<file path="config.mk">
export PLATFORM = sky130hd
export DESIGN_NAME = writeback_unit_flat
export DESIGN_NICKNAME = d
export VERILOG_FILES = /design/src/rtl/writeback_if.sv /design/src/rtl/writeback_unit.sv /design/src/flat_wrapper.sv
export SDC_FILE = /design/constraint.sdc
export NUM_CORES = 1
export LEC_CHECK = 0
export CAP_MARGIN = 15
export CORE_MARGIN = 1.5
export CORE_UTILIZATION = 40
export DETAILED_ROUTE_END_ITERATION = 8
export PLACE_DENSITY = 0.64
export SLEW_MARGIN = 20
export SYNTH_ARGS = -nofsm -noshare
export SYNTH_HDL_FRONTEND = slang
export SYNTH_SLANG_ARGS = --single-unit
</file>
<file path="constraint.sdc">
create_clock -name clk -period 2.66 [get_ports clk]
set_input_delay 0.798 -clock clk [delete_from_list [all_inputs] [get_ports clk]]
set_output_delay 0.798 -clock clk [all_outputs]
set_load 0.02 [all_outputs]
</file>
<file path="src/rtl/writeback_if.sv">
// Bundle of issue, result-offer and register-file write signals for the writeback unit.
// The master side is the core pipeline that drives it, and the slave side is writeback_unit.
interface writeback_if;
  logic        issue_valid;
  logic [4:0]  issue_addr;
  logic        issue_ready;
  logic        alu_valid;
  logic [4:0]  alu_addr;
  logic [63:0] alu_data;
  logic        alu_ready;
  logic        ld_valid;
  logic [4:0]  ld_addr;
  logic [63:0] ld_data;
  logic        ld_ready;
  logic        rf_write_enable;
  logic [4:0]  rf_write_addr;
  logic [63:0] rf_write_data;
  logic [31:0] pending;
  logic [2:0]  ld_count;
  logic        wb_error;

  modport master (
    output issue_valid, issue_addr, alu_valid, alu_addr, alu_data,
           ld_valid, ld_addr, ld_data,
    input  issue_ready, alu_ready, ld_ready, rf_write_enable, rf_write_addr,
           rf_write_data, pending, ld_count, wb_error
  );

  modport slave (
    input  issue_valid, issue_addr, alu_valid, alu_addr, alu_data,
           ld_valid, ld_addr, ld_data,
    output issue_ready, alu_ready, ld_ready, rf_write_enable, rf_write_addr,
           rf_write_data, pending, ld_count, wb_error
  );
endinterface

</file>
<file path="src/rtl/writeback_unit.sv">
// Writeback arbiter: it reserves destinations in a scoreboard and merges ALU results with a 4-deep load FIFO.
// It emits one registered register-file write per cycle.
module writeback_unit (
  input  logic       clk,
  input  logic       rst,
  writeback_if.slave wb
);
  typedef struct packed {
    logic [4:0]  addr;
    logic [63:0] data;
  } entry_t;

  entry_t      fifo_q [4];
  entry_t      fifo_d [4];
  logic [1:0]  rd_ptr_q, rd_ptr_d;
  logic [1:0]  wr_ptr_q, wr_ptr_d;
  logic [2:0]  count_q, count_d;
  logic [31:0] pending_q, pending_d;
  logic        wr_en_q, wr_en_d;
  logic [4:0]  wr_addr_q, wr_addr_d;
  logic [63:0] wr_data_q, wr_data_d;
  logic        err_q, err_d;

  logic full;
  logic issue_fire;
  logic alu_fire;
  logic ld_fire;
  logic ld_pop;

  assign full           = (count_q == 3'd4);
  assign wb.issue_ready = ~pending_q[wb.issue_addr];
  assign wb.alu_ready   = ~full;
  assign wb.ld_ready    = ~full;

  assign wb.rf_write_enable = wr_en_q;
  assign wb.rf_write_addr   = wr_addr_q;
  assign wb.rf_write_data   = wr_data_q;
  assign wb.pending         = pending_q;
  assign wb.ld_count        = count_q;
  assign wb.wb_error        = err_q;

  // A full queue blocks the ALU, so the head drains before any new ALU result is taken.
  always_comb begin
    issue_fire = wb.issue_valid & ~pending_q[wb.issue_addr];
    alu_fire   = wb.alu_valid & ~full;
    ld_fire    = wb.ld_valid & ~full;
    ld_pop     = ~alu_fire & (count_q != 3'd0);

    fifo_d    = fifo_q;
    rd_ptr_d  = rd_ptr_q;
    wr_ptr_d  = wr_ptr_q;
    pending_d = pending_q;
    err_d     = err_q;
    wr_en_d   = 1'b0;
    wr_addr_d = wr_addr_q;
    wr_data_d = wr_data_q;

    if (alu_fire) begin
      wr_en_d   = 1'b1;
      wr_addr_d = wb.alu_addr;
      wr_data_d = wb.alu_data;
    end else if (ld_pop) begin
      wr_en_d   = 1'b1;
      wr_addr_d = fifo_q[rd_ptr_q].addr;
      wr_data_d = fifo_q[rd_ptr_q].data;
      rd_ptr_d  = rd_ptr_q + 2'd1;
    end

    if (issue_fire)
      pending_d[wb.issue_addr] = 1'b1;
    if (wr_en_d) begin
      if (!pending_q[wr_addr_d])
        err_d = 1'b1;
      pending_d[wr_addr_d] = 1'b0;
    end

    if (ld_fire) begin
      fifo_d[wr_ptr_q].addr = wb.ld_addr;
      fifo_d[wr_ptr_q].data = wb.ld_data;
      wr_ptr_d              = wr_ptr_q + 2'd1;
    end

    count_d = count_q + {2'b00, ld_fire} - {2'b00, ld_pop};
  end

  always_ff @(posedge clk) begin
    if (!rst) begin
      for (int i = 0; i < 4; i++)
        fifo_q[i] <= '0;
      rd_ptr_q  <= '0;
      wr_ptr_q  <= '0;
      count_q   <= '0;
      pending_q <= '0;
      err_q     <= 1'b0;
      wr_en_q   <= 1'b0;
      wr_addr_q <= '0;
      wr_data_q <= '0;
    end else begin
      fifo_q    <= fifo_d;
      rd_ptr_q  <= rd_ptr_d;
      wr_ptr_q  <= wr_ptr_d;
      count_q   <= count_d;
      pending_q <= pending_d;
      err_q     <= err_d;
      wr_en_q   <= wr_en_d;
      wr_addr_q <= wr_addr_d;
      wr_data_q <= wr_data_d;
    end
  end
endmodule

</file>
<file path="src/flat_wrapper.sv">
// flat-port wrapper written by rule: the top's interface ports become plain ports
module writeback_unit_flat 
  (clk, rst, wb_issue_valid, wb_issue_addr, wb_alu_valid, wb_alu_addr, wb_alu_data, wb_ld_valid, wb_ld_addr, wb_ld_data, wb_issue_ready, wb_alu_ready, wb_ld_ready, wb_rf_write_enable, wb_rf_write_addr, wb_rf_write_data, wb_pending, wb_ld_count, wb_wb_error);
  writeback_if wb_i ();
  input  logic clk;
  input  logic rst;
  input wire logic [$bits(wb_i.issue_valid)-1:0] wb_issue_valid;
  input wire logic [$bits(wb_i.issue_addr)-1:0] wb_issue_addr;
  input wire logic [$bits(wb_i.alu_valid)-1:0] wb_alu_valid;
  input wire logic [$bits(wb_i.alu_addr)-1:0] wb_alu_addr;
  input wire logic [$bits(wb_i.alu_data)-1:0] wb_alu_data;
  input wire logic [$bits(wb_i.ld_valid)-1:0] wb_ld_valid;
  input wire logic [$bits(wb_i.ld_addr)-1:0] wb_ld_addr;
  input wire logic [$bits(wb_i.ld_data)-1:0] wb_ld_data;
  output wire logic [$bits(wb_i.issue_ready)-1:0] wb_issue_ready;
  output wire logic [$bits(wb_i.alu_ready)-1:0] wb_alu_ready;
  output wire logic [$bits(wb_i.ld_ready)-1:0] wb_ld_ready;
  output wire logic [$bits(wb_i.rf_write_enable)-1:0] wb_rf_write_enable;
  output wire logic [$bits(wb_i.rf_write_addr)-1:0] wb_rf_write_addr;
  output wire logic [$bits(wb_i.rf_write_data)-1:0] wb_rf_write_data;
  output wire logic [$bits(wb_i.pending)-1:0] wb_pending;
  output wire logic [$bits(wb_i.ld_count)-1:0] wb_ld_count;
  output wire logic [$bits(wb_i.wb_error)-1:0] wb_wb_error;
  assign wb_i.issue_valid = wb_issue_valid;
  assign wb_i.issue_addr = wb_issue_addr;
  assign wb_i.alu_valid = wb_alu_valid;
  assign wb_i.alu_addr = wb_alu_addr;
  assign wb_i.alu_data = wb_alu_data;
  assign wb_i.ld_valid = wb_ld_valid;
  assign wb_i.ld_addr = wb_ld_addr;
  assign wb_i.ld_data = wb_ld_data;
  assign wb_issue_ready = wb_i.issue_ready;
  assign wb_alu_ready = wb_i.alu_ready;
  assign wb_ld_ready = wb_i.ld_ready;
  assign wb_rf_write_enable = wb_i.rf_write_enable;
  assign wb_rf_write_addr = wb_i.rf_write_addr;
  assign wb_rf_write_data = wb_i.rf_write_data;
  assign wb_pending = wb_i.pending;
  assign wb_ld_count = wb_i.ld_count;
  assign wb_wb_error = wb_i.wb_error;
  writeback_unit u_core (.clk(clk), .rst(rst), .wb(wb_i));
endmodule
</file>
==> metrics.txt, run 1 <==
Critical R2R Launch u_core.rd_ptr_q[0]; Initial DRT Pass Iterations 5; launch point of the worst path wb_issue_addr[0]; Crit path top cell by count sky130_fd_sc_hd__buf_12; arrival time worst endpoint about 2100 ps; Floorplan Core Area approximately 42,000 um^2; post-layout minimum cycle time around 2900 ps; GRT Overall Usage 24.30%; critical path, cell by cell buf_12, buf_12, mux4_2, a32oi_1, and4_4, buf_6; final instance area 22,420 um^2; r2r endpoint u_core.wb.pending[8]; P_int 12.51 mW; maximum number of pins on one net before global-route repair about 170; number of cell rows 75; Inserted Clock Buffers 43; number of standard cells in the final layout excluding fillers 2,698; Top FF cell, synth sky130_fd_sc_hd__dfxtp_1; type of origin of the critical path primary input; clock insertion delay at the later pin of the skew report ~560 ps; placed instance area 20,790 um^2; Total Routed Length 53,550 um; global placement routability congestion 0.9345; number of placed cells counting well taps 2,610; I/O pin count 257; total buffers and inverters traversed by the critical path 3; iteration-0 DRC count of the detailed router 1,002; RSZ-0062 raised after global routing true; area of the die between 40,000 and 50,000 um^2; vertical die dimension 209.2 um; via density per instance 5.463; headroom to the max-slew limit 33.47%; area of combinational cells with multiple inputs 8725 um^2; leftover overflow at the end of global routing 0; hold violation total from the final report 0; number of max-slew violations in the final report 0; level count of the clock H-tree 2; Stages on worst setup path 6; CTS tree yes; leading cell types in the layout, fill and taps excluded 643 x sky130_fd_sc_hd__nand2_1, 383 x sky130_fd_sc_hd__dfxtp_1, 276 x sky130_fd_sc_hd__a21boi_0; Unique masters post-synth 44; Bufs on Longest Clock Path 3; CTS Sinks 386; clock-pin slew of the registers on the worst-case setup and hold paths 60 ps; number of synthesis warnings 0; synthesis-stage register bit count 386; peak supply drop 476.5 uV; hold buffer count at CTS 0; min setup slack post-route -229.3 ps; number of filler cells placed in the layout 3,793; maximum clock frequency 0.3461 GHz; Total Nets Final between 2,000 and 2,500; final-layout setup total negative slack -229.3 ps; Buffers on Ports 256; Crit path required time around 1900 ps; Setup violations, final 1; register share of total power around 37%; power after layout 18.47 mW; number of antenna violations at the first check in global routing 3; Synthesized Nets ~2,000; violations in the final reports negative setup slack; Largest delay share family, worst path multiplexers; final critical-path share of the clock period 108.6%; worst hold path type flop to flop; Synth area leaders sky130_fd_sc_hd__dfxtp_1 45%, sky130_fd_sc_hd__nand2_1 14%, sky130_fd_sc_hd__a21boi_0 12%, sky130_fd_sc_hd__mux4_2 11%, sky130_fd_sc_hd__clkbuf_1 2.7%; root buffer cell sky130_fd_sc_hd__clkbuf_16; sequential cell area fraction in the yosys report 45.45%; final worst clock skew 10.45 ps; post-route antenna net violation count 0; post-synthesis instance area roughly 17,000 um^2; outcome finished with violations; Die W ~210 um; clock share of power between 30 and 40%; stage delay of the slowest cell on the critical path 500 ps; highest net fanout along the worst path 6; switching power a little under 6 mW; total power density per cell area 823.6 nW/um^2; vias in the first global route 14,648; synthesized area divided by synthesized cell count 9.160 um^2; end point of the critical path wb_issue_ready; Place WS -1205 ps; starting utilization of the core area 40.53%; first-pass GRT wire length 83,780 um; switching power as a share of total power 32.24%; share of Yosys cell area claimed by the top area cell type ~45%; synth-to-layout area growth 31.89%; combined flip-flop and latch cell area between 7000 and 8000 um^2; DR WL/cell 19.85 um; most common cell after layout, fill and taps aside sky130_fd_sc_hd__nand2_1; R2R cell count 7; HPWL after DPL about 35,000 um; Combinational Power Share 30.7%; leakage power a little over 8 nW; number of instances in the synthesized netlist about 1,900; DR DRC count 0; worst reg2reg setup slack 60 ps; via count 14,740; path type of the worst setup path primary input to primary output; FFs w/ async S/R, synth 0%; cell type with the highest aggregate area in the netlist sky130_fd_sc_hd__dfxtp_1; Worst Tran Pin Value approximately 1000 ps; max-cap violation count 0; fraction of layout instances using a drive strength above 1 16.09%; Critical Path End Type primary output; slowest cell on the critical path sky130_fd_sc_hd__mux4_2; number of enable flip-flop cells after synthesis 0
-- cell usage after synthesis (all sizes together) (3+ instances only) --
master / n
or3: 5
a21oi: 11
inv: 7
o221a: 32
a21boi: 276
and2: 20
clkbuf: 123
nor2b: 33
o211a: 35
a221o: 4
nand3: 48
nand2: 648
a32oi: 4
nand3b: 4
nor2: 34
buf: 35
a222oi: 29
and3: 7
xnor2: 3
a221oi: 7
mux4: 80
dfxtp: 386
ha: 6
-- worst min-delay path, cell delays in order (launching register included) --
cell	delay [ps]
sky130_fd_sc_hd__dfxtp_1	310
sky130_fd_sc_hd__nand2_1	50
sky130_fd_sc_hd__a21boi_0	60
-- state kept, by name (all words and copies together) (netlist names) --
| name | count |
|---|---|
| u_core.wb.pending | 32 |
| u_core.wr_ptr_q | 2 |
| u_core.wb.wb_error | 1 |
| u_core.fifo_q | 276 |
| u_core.rd_ptr_q | 2 |
| u_core.wb.ld_count | 3 |
| u_core.wb.rf_write_data | 64 |
| u_core.wb.rf_write_addr | 5 |
| u_core.wb.rf_write_enable | 1 |
-- metal layers --
| metal | share of wire [%] | track usage (%) | vias to the layer above |
|---|---|---|---|
| met3 | 6.6 | 4.268 | 89 |
| met5 | 0.024 | 0 | - |
| li1 | - | - | 6986 |
| met2 | 47 | 40.26 | 478 |
| met4 | 2.8 | 8.346 | 2 |
| met1 | 44 | 32.00 | 7185 |
-- cell type report --
class / instances / share of cell area (%)
Timing Repair Buffer: 382 / 17.02
Multi-Input combinational cell: 1305 / 38.91
Antenna cell: 2 / 0.02232
Tap cell: 539 / 3.008
Sequential cell: 386 / 34.50
Inverter: 7 / 0.1172
Clock buffer: 63 / 5.859
Clock inverter: 14 / 0.5580
-- how the worst min path moves through the flow --
stage                       start            endpoint  slack, ps  cells past startpoint
3_5_place_dp    u_core.fifo_q[72]   u_core.fifo_q[72]        450                      2
4_1_cts         u_core.fifo_q[72]   u_core.fifo_q[72]        460                      2
2_1_floorplan  u_core.fifo_q[100]  u_core.fifo_q[100]        440                      2
3_3_place_gp    u_core.fifo_q[22]   u_core.fifo_q[22]        450                      2
6_report       u_core.fifo_q[218]  u_core.fifo_q[218]        460                      2
5_1_grt        u_core.fifo_q[116]  u_core.fifo_q[116]        480                      2
-- kinds of logic (layout without fill, tap and decap cells) --
| group | after synthesis | after routing | synth area share (%) |
|---|---|---|---|
| AND/OR/NAND/NOR | 809 | 809 | 19.61 |
| AO/OA/AOI/OAI | 403 | 403 | 19.58 |
| flip-flops | 386 | 386 | 45.45 |
| buffers and inverters | 165 | 466 | 3.886 |
| multiplexers | 81 | 81 | 10.66 |
| adder cells (fa/ha/maj) | 7 | 7 | 0.5593 |
| XOR/XNOR | 5 | 5 | 0.2576 |
| other | 0 | 2 | 0 |
-- through the flow --
stage / hold WS [ps] / util, %
2_1_floorplan: 440.2 / -
3_3_place_gp: 446.3 / 49.57
3_5_place_dp: 454.3 / 49.57
4_1_cts: 462.2 / 53.11
5_1_grt: 477.3 / 53.45
6_report: 459.9 / 53.46
-- what timing repair did --
| action | 4_1_cts | 5_1_grt |
|---|---|---|
| cloned | 2 | 0 |
| pin swaps | 3 | 5 |
| setup endpoints to repair | 35 | 6 |
| setup buffers | 0 | 7 |
| resized for setup | 23 | 19 |
| endpoints found under the hold margin | 0 | 0 |
-- power groups by stage --
stage / Sequential [mW] / Combinational (mW) / Clock, mW
finish: 6.79 / 5.66 / 6.02
global route: 6.86 / 6.12 / 6.37
CTS: 6.78 / 5.61 / 6.14
detailed placement: 6.90 / 5.59 / 0
global placement: 6.88 / 5.49 / 0
floorplan: 7.13 / 3.00 / 0
(Power assumes the default switching activity.)
==> run 2: changes to the inputs <==
==> constraint.sdc (replaced) <==
create_clock -name clk -period 2.3 [get_ports clk]
set_input_delay 0.69 -clock clk [delete_from_list [all_inputs] [get_ports clk]]
set_output_delay 0.69 -clock clk [all_outputs]
set_load 0.02 [all_outputs]
==> run 2 against run 1 <==
Net effect: the run still ends with negative setup slack left; global-route usage is 0.31 points higher; die area did not move; flip-flop and latch count unchanged; routed wire length grew 3.5%; cell count is 1.0% higher; sequential share of layout area shrank 1.2 points; utilization rose by 2.0 points; total power grew 20%; non-clock buffer count increased by 29; via count up 1.3%; combinational power is 31% higher; highest routed layer unchanged.
==> metrics.txt, run 2 (synthesis results as in run 1) <==
register containing the most flip-flops in the final layout u_core.fifo_q; final standard cell utilization of the core 55.47% (+2.0 points); headroom to the max-slew limit 56.14% (+23 points); Total Nets Final 2,309 (+1.3%); via density per instance 5.475 (+0.22%); stage delay of the slowest cell on the critical path 520 ps (+20 ps); global placement routability congestion 0.9602 (+2.8%); terminating pin of the worst hold path u_core.fifo_q[98]; CTS tree yes; synth-to-layout area growth 36.86%; HPWL after DPL 35,300 um (+1.7%); Crit path required time 1610 ps (-250 ps); outcome finished with violations; R2R cell count 10 (+3); clock insertion delay at the later pin of the skew report 560 ps (about the same); iteration-0 DRC count of the detailed router 1,048 (+4.6%); RSZ-0062 raised after global routing true; I/O pin count 257 (unchanged); maximum clock frequency 0.3722 GHz; Hold Path Cell Cnt 2 (unchanged); arrival time worst endpoint 2000 ps (-90 ps); DR WL/cell 20.32 um (+2.4%); Crit path top cell by count sky130_fd_sc_hd__buf_12; final-layout setup total negative slack -1614 ps (-1384 ps); Hold Startpoint u_core.fifo_q[98]; worst reg2reg setup slack -170 ps (-230 ps); final critical-path share of the clock period 116.8%; Setup violations, final 21 (+20); critical path, cell by cell buf_12, buf_12, mux4_2, a32oi_1, and4_4, buf_6; via count 14,926 (+1.3%); Total Routed Length 55,400 um (+3.5%); leading cell types in the layout, fill and taps excluded 640 x sky130_fd_sc_hd__nand2_1, 381 x sky130_fd_sc_hd__dfxtp_1, 274 x sky130_fd_sc_hd__a21boi_0; root buffer cell sky130_fd_sc_hd__clkbuf_16; number of antenna violations at the first check in global routing 7 (+4); hold violation total from the final report 0 (unchanged); number of filler cells placed in the layout 3,626 (-4.4%); CTS Sinks 386 (unchanged); starting utilization of the core area 40.53% (unchanged); max reg flops 276 (unchanged); worst hold path type flop to flop; Critical R2R Launch u_core.wb.ld_count[0]; placed instance area 21,010 um^2 (+1.0%); max-cap violation count 0 (unchanged); final worst clock skew 10.48 ps (+0.03720 ps); first-pass GRT wire length 84,390 um (+0.73%); leakage power 8.756 nW (+7.1%); highest net fanout along the worst path 6 (unchanged); DR DRC count 0 (unchanged); r2r endpoint u_core.wb.wb_error; final instance area 23,270 um^2 (+3.8%); fraction of layout instances using a drive strength above 1 18.50% (+2.4 points); Critical Path End Type primary output; Buffers on Ports 256 (unchanged); path type of the worst setup path primary input to primary output; Floorplan Core Area 41,950 um^2 (unchanged); number of cell rows 75 (unchanged); launch point of the worst path wb_issue_addr[0]; total power density per cell area 955.8 nW/um^2 (+16%); type of origin of the critical path primary input; area of the die 43,750 um^2 (unchanged); most common cell after layout, fill and taps aside sky130_fd_sc_hd__nand2_1; level count of the clock H-tree 2 (unchanged); Bufs on Longest Clock Path 3 (unchanged); Worst Tran Pin Value 658.0 ps (-339.9 ps); peak supply drop 659.6 uV (+38%); post-layout minimum cycle time 2687 ps; Die W 209.2 um (unchanged); min setup slack post-route -386.7 ps (-157.4 ps); GRT Overall Usage 24.62% (+0.31 points); slowest cell on the critical path sky130_fd_sc_hd__mux4_2; leftover overflow at the end of global routing 0 (unchanged); vias in the first global route 14,836 (+1.3%); post-route antenna net violation count 0 (unchanged); vertical die dimension 209.2 um (unchanged); clock-pin slew of the registers on the worst-case setup and hold paths 60 ps (about the same); power after layout 22.24 mW (+20%); Place WS -1322 ps (-117.3 ps); Initial DRT Pass Iterations 9 (+4); Inserted Clock Buffers 42 (-2.3%); maximum number of pins on one net before global-route repair 146 (-16%); number of max-slew violations in the final report 0 (unchanged); violations in the final reports negative setup slack
run 2: critical path: cells and delay by family:
kind	cells	cell delay, ps
multiplexers	1	520
AO/OA/AOI/OAI	1	200
AND/OR/NAND/NOR	1	250
buffers and inverters	3	320
run 2: through the flow:
step           hold slack (ps)  std cells
2_1_floorplan            440.2       1856
3_5_place_dp             454.1       2617
5_1_grt                  481.4       2725
4_1_cts                  462.3       2709
6_report                 460.1       2726
3_3_place_gp             446.1       2617
run 2: how the worst max path moves through the flow:
stage,cells after the start,slack (ps),endpoint
after detailed placement,6,-1320,wb_issue_ready
after floorplan,9,-380,u_core.wb.pending[12]
after global placement,6,-1340,wb_issue_ready
after global routing,6,-420,wb_issue_ready
final,6,-390,wb_issue_ready
after CTS,6,-390,wb_issue_ready
run 2: final cells by class:
cell class	count	area, um^2	share of cell area, %
sequential	386	7744	33.28
clock buffer	58	1222	5.254
timing repair buffer	411	4238	18.21
tap	539	674.4	2.898
clock inverter	16	190.2	0.8173
multi-input combinational	1306	9166	39.39
antenna	3	7.507	0.03226
inverter	7	26.28	0.1129
run 2: power by group:
group          switching (mW)  internal [mW]  leakage [nW]
Clock                    2.79           4.16         0.702
Combinational            4.03           3.40          4.91
Sequential              0.433           7.43          3.14
Total                    7.25           15.0          8.76
run 2: per-layer routing:
metal	track usage (%)	vias up	share of wire, %
met1	31.21	7267	42
li1	-	7024	-
met3	5.290	95	7.4
met2	41.76	534	48
met5	0	-	0.074
met4	7.846	6	2.7
run 2: repair_timing:
action                                  CTS  global route
pin swaps                                17            22
setup buffers                            17            10
endpoints found under the setup margin   91            43
gates resized for setup                 102            71
cloned                                    1             5
hold buffers                              0             0
==> run 3: changes to the inputs <==
--- a/config.mk
+++ b/config.mk
@@ -10,6 +10,7 @@
 export CORE_UTILIZATION = 40
 export DETAILED_ROUTE_END_ITERATION = 8
 export PLACE_DENSITY = 0.64
+export SKIP_CTS_REPAIR_TIMING = 1
 export SLEW_MARGIN = 20
 export SYNTH_ARGS = -nofsm -noshare
 export SYNTH_HDL_FRONTEND = slang
==> run 3 against run 2 <==
Net effect: the run still ends with negative setup slack left; via count shrank 1.2%; total power shrank 2.3%; sequential power is essentially flat; flip-flop and latch count is the same; critical path type unchanged.
==> metrics.txt, run 3 (synthesis results as in run 1) <==
combined flip-flop and latch cell area 7744 um^2 (unchanged); number of filler cells placed in the layout 3,679 (+1.5%); CTS Sinks 386 (unchanged); max-cap violation count 0 (unchanged); via density per instance 5.451 (-0.44%); area of the die 43,750 um^2 (unchanged); leakage power 9.084 nW (+3.7%); fraction of layout instances using a drive strength above 1 16.87% (-1.6 points); outcome finished with violations; peak supply drop 661.8 uV (+0.34%); vertical die dimension 209.2 um (unchanged); Inserted Clock Buffers 42 (unchanged); P_int 14.72 mW (-1.8%); area of combinational cells with multiple inputs 8945 um^2 (-2.4%); clock-pin slew of the registers on the worst-case setup and hold paths 60 ps (about the same); Place WS -1322 ps (unchanged); number of cell rows 75 (unchanged); headroom to the max-slew limit 56.66% (+0.53 points); Total Routed Length 54,110 um (-2.3%); Critical Path End Type primary output; clock insertion delay at the later pin of the skew report 560 ps (about the same); highest net fanout along the worst path 6 (unchanged); R2R cell count 8 (-2); Die W 209.2 um (unchanged); post-layout minimum cycle time 2661 ps (-25.45 ps); via count 14,746 (-1.2%); register containing the most flip-flops in the final layout u_core.fifo_q; Bufs on Longest Clock Path 3 (unchanged); leftover overflow at the end of global routing 0 (unchanged); RSZ-0062 raised after global routing true; arrival time worst endpoint 1970 ps (-30 ps); vias in the first global route 14,681 (-1.0%); maximum clock frequency 0.3758 GHz (+0.96%); clock share of power 31.9% (+0.7 points); Setup violations, final 19 (-9.5%); final critical-path share of the clock period 115.7% (-1.1 points); Initial DRT Pass Iterations 6 (-3); min setup slack post-route -361.3 ps (+25.45 ps); worst hold path type flop to flop; first-pass GRT wire length 83,360 um (-1.2%); Crit path required time 1610 ps (about the same); HPWL after DPL 35,300 um (unchanged); Buffers on Ports 256 (unchanged); path type of the worst setup path primary input to primary output; number of placed cells counting well taps 2,617 (unchanged); switching power as a share of total power 32.30% (-0.30 points); DR DRC count 0 (unchanged); type of origin of the critical path primary input; Combinational Power Share 31.9% (-1.5 points); register share of total power 36.2% (+0.8 points); level count of the clock H-tree 2 (unchanged); violations in the final reports negative setup slack; Worst Tran Pin Value 650.1 ps (-7.881 ps); global placement routability congestion 0.9602 (unchanged); DR WL/cell 20.00 um (-1.6%); switching power 7.021 mW (-3.2%); synth-to-layout area growth 34.80%; number of standard cells in the final layout excluding fillers 2,705 (-0.77%); most common cell after layout, fill and taps aside sky130_fd_sc_hd__nand2_1; post-route antenna net violation count 0 (unchanged); Floorplan Core Area 41,950 um^2 (unchanged); CTS tree yes; Total Nets Final 2,288 (-0.91%); hold violation total from the final report 0 (unchanged); final worst clock skew 8.090 ps (-2.394 ps); I/O pin count 257 (unchanged); iteration-0 DRC count of the detailed router 974 (-7.1%); leading cell types in the layout, fill and taps excluded 643 x sky130_fd_sc_hd__nand2_1, 381 x sky130_fd_sc_hd__dfxtp_1, 276 x sky130_fd_sc_hd__a21boi_0; Hold Path Cell Cnt 2 (unchanged); number of antenna violations at the first check in global routing 7 (unchanged); root buffer cell sky130_fd_sc_hd__clkbuf_16; total power density per cell area 948.6 nW/um^2 (-0.76%); max reg flops 276 (unchanged); maximum number of pins on one net before global-route repair 146 (unchanged); GRT Overall Usage 24.35% (-0.26 points); starting utilization of the core area 40.53% (unchanged); hold_ws 459.6 ps (-0.4710 ps); number of max-slew violations in the final report 0 (unchanged)
## run 3: metal layers
| metal | GRT usage, % | part of all wire (%) |
|---|---|---|
| met5 | 0 | 0.076 |
| met3 | 5.531 | 6.9 |
| met1 | 30.84 | 43 |
| met2 | 41.01 | 47 |
| met4 | 7.996 | 2.8 |
## run 3: final cells by class
type,count,area share [%]
Antenna cell,3,0.03276
Inverter,7,0.1147
Timing Repair Buffer,391,17.92
Multi-Input combinational cell,1305,39.03
Clock inverter,16,0.8299
Clock buffer,58,5.334
Tap cell,539,2.943
Sequential cell,386,33.79
## run 3: critical path: stages
cell,delay [ps]
sky130_fd_sc_hd__buf_8,90
sky130_fd_sc_hd__buf_12,120
sky130_fd_sc_hd__mux4_2,510
sky130_fd_sc_hd__a32oi_1,200
sky130_fd_sc_hd__and4_4,240
sky130_fd_sc_hd__buf_6,110
## run 3: power groups by stage
stage                     clock, mW  combinational, mW  sequential, mW
after global placement            0               6.61            7.97
after detailed placement          0               6.71            8.01
after CTS                      7.06               6.74            7.87
after global routing           7.33               7.46            7.95
final                          6.94               6.93            7.87
after floorplan                   0               3.58            8.25
## run 3: path summary, 6_finish.rpt
| path | endpoint | slack [ps] | start |
|---|---|---|---|
| worst min-delay path | u_core.fifo_q[98] | 460 | u_core.fifo_q[98] |
| worst min register to register | u_core.fifo_q[98] | 460 | u_core.fifo_q[98] |
| worst max register to register | u_core.wb.wb_error | -230 | u_core.rd_ptr_q[0] |
| worst max-delay path | wb_issue_ready | -360 | wb_issue_addr[0] |
## run 3: metrics by stage
step	util (%)	TNS, ps	instance area (um^2)	total power, mW
after global routing	54.63	-4455	22910	22.74
after detailed placement	50.09	-49900	21010	14.72
final	54.63	-3368	22920	21.74
after CTS	53.45	-13990	22420	21.67
after floorplan	-	-6293	17120	11.83
after global placement	50.09	-48520	21010	14.58
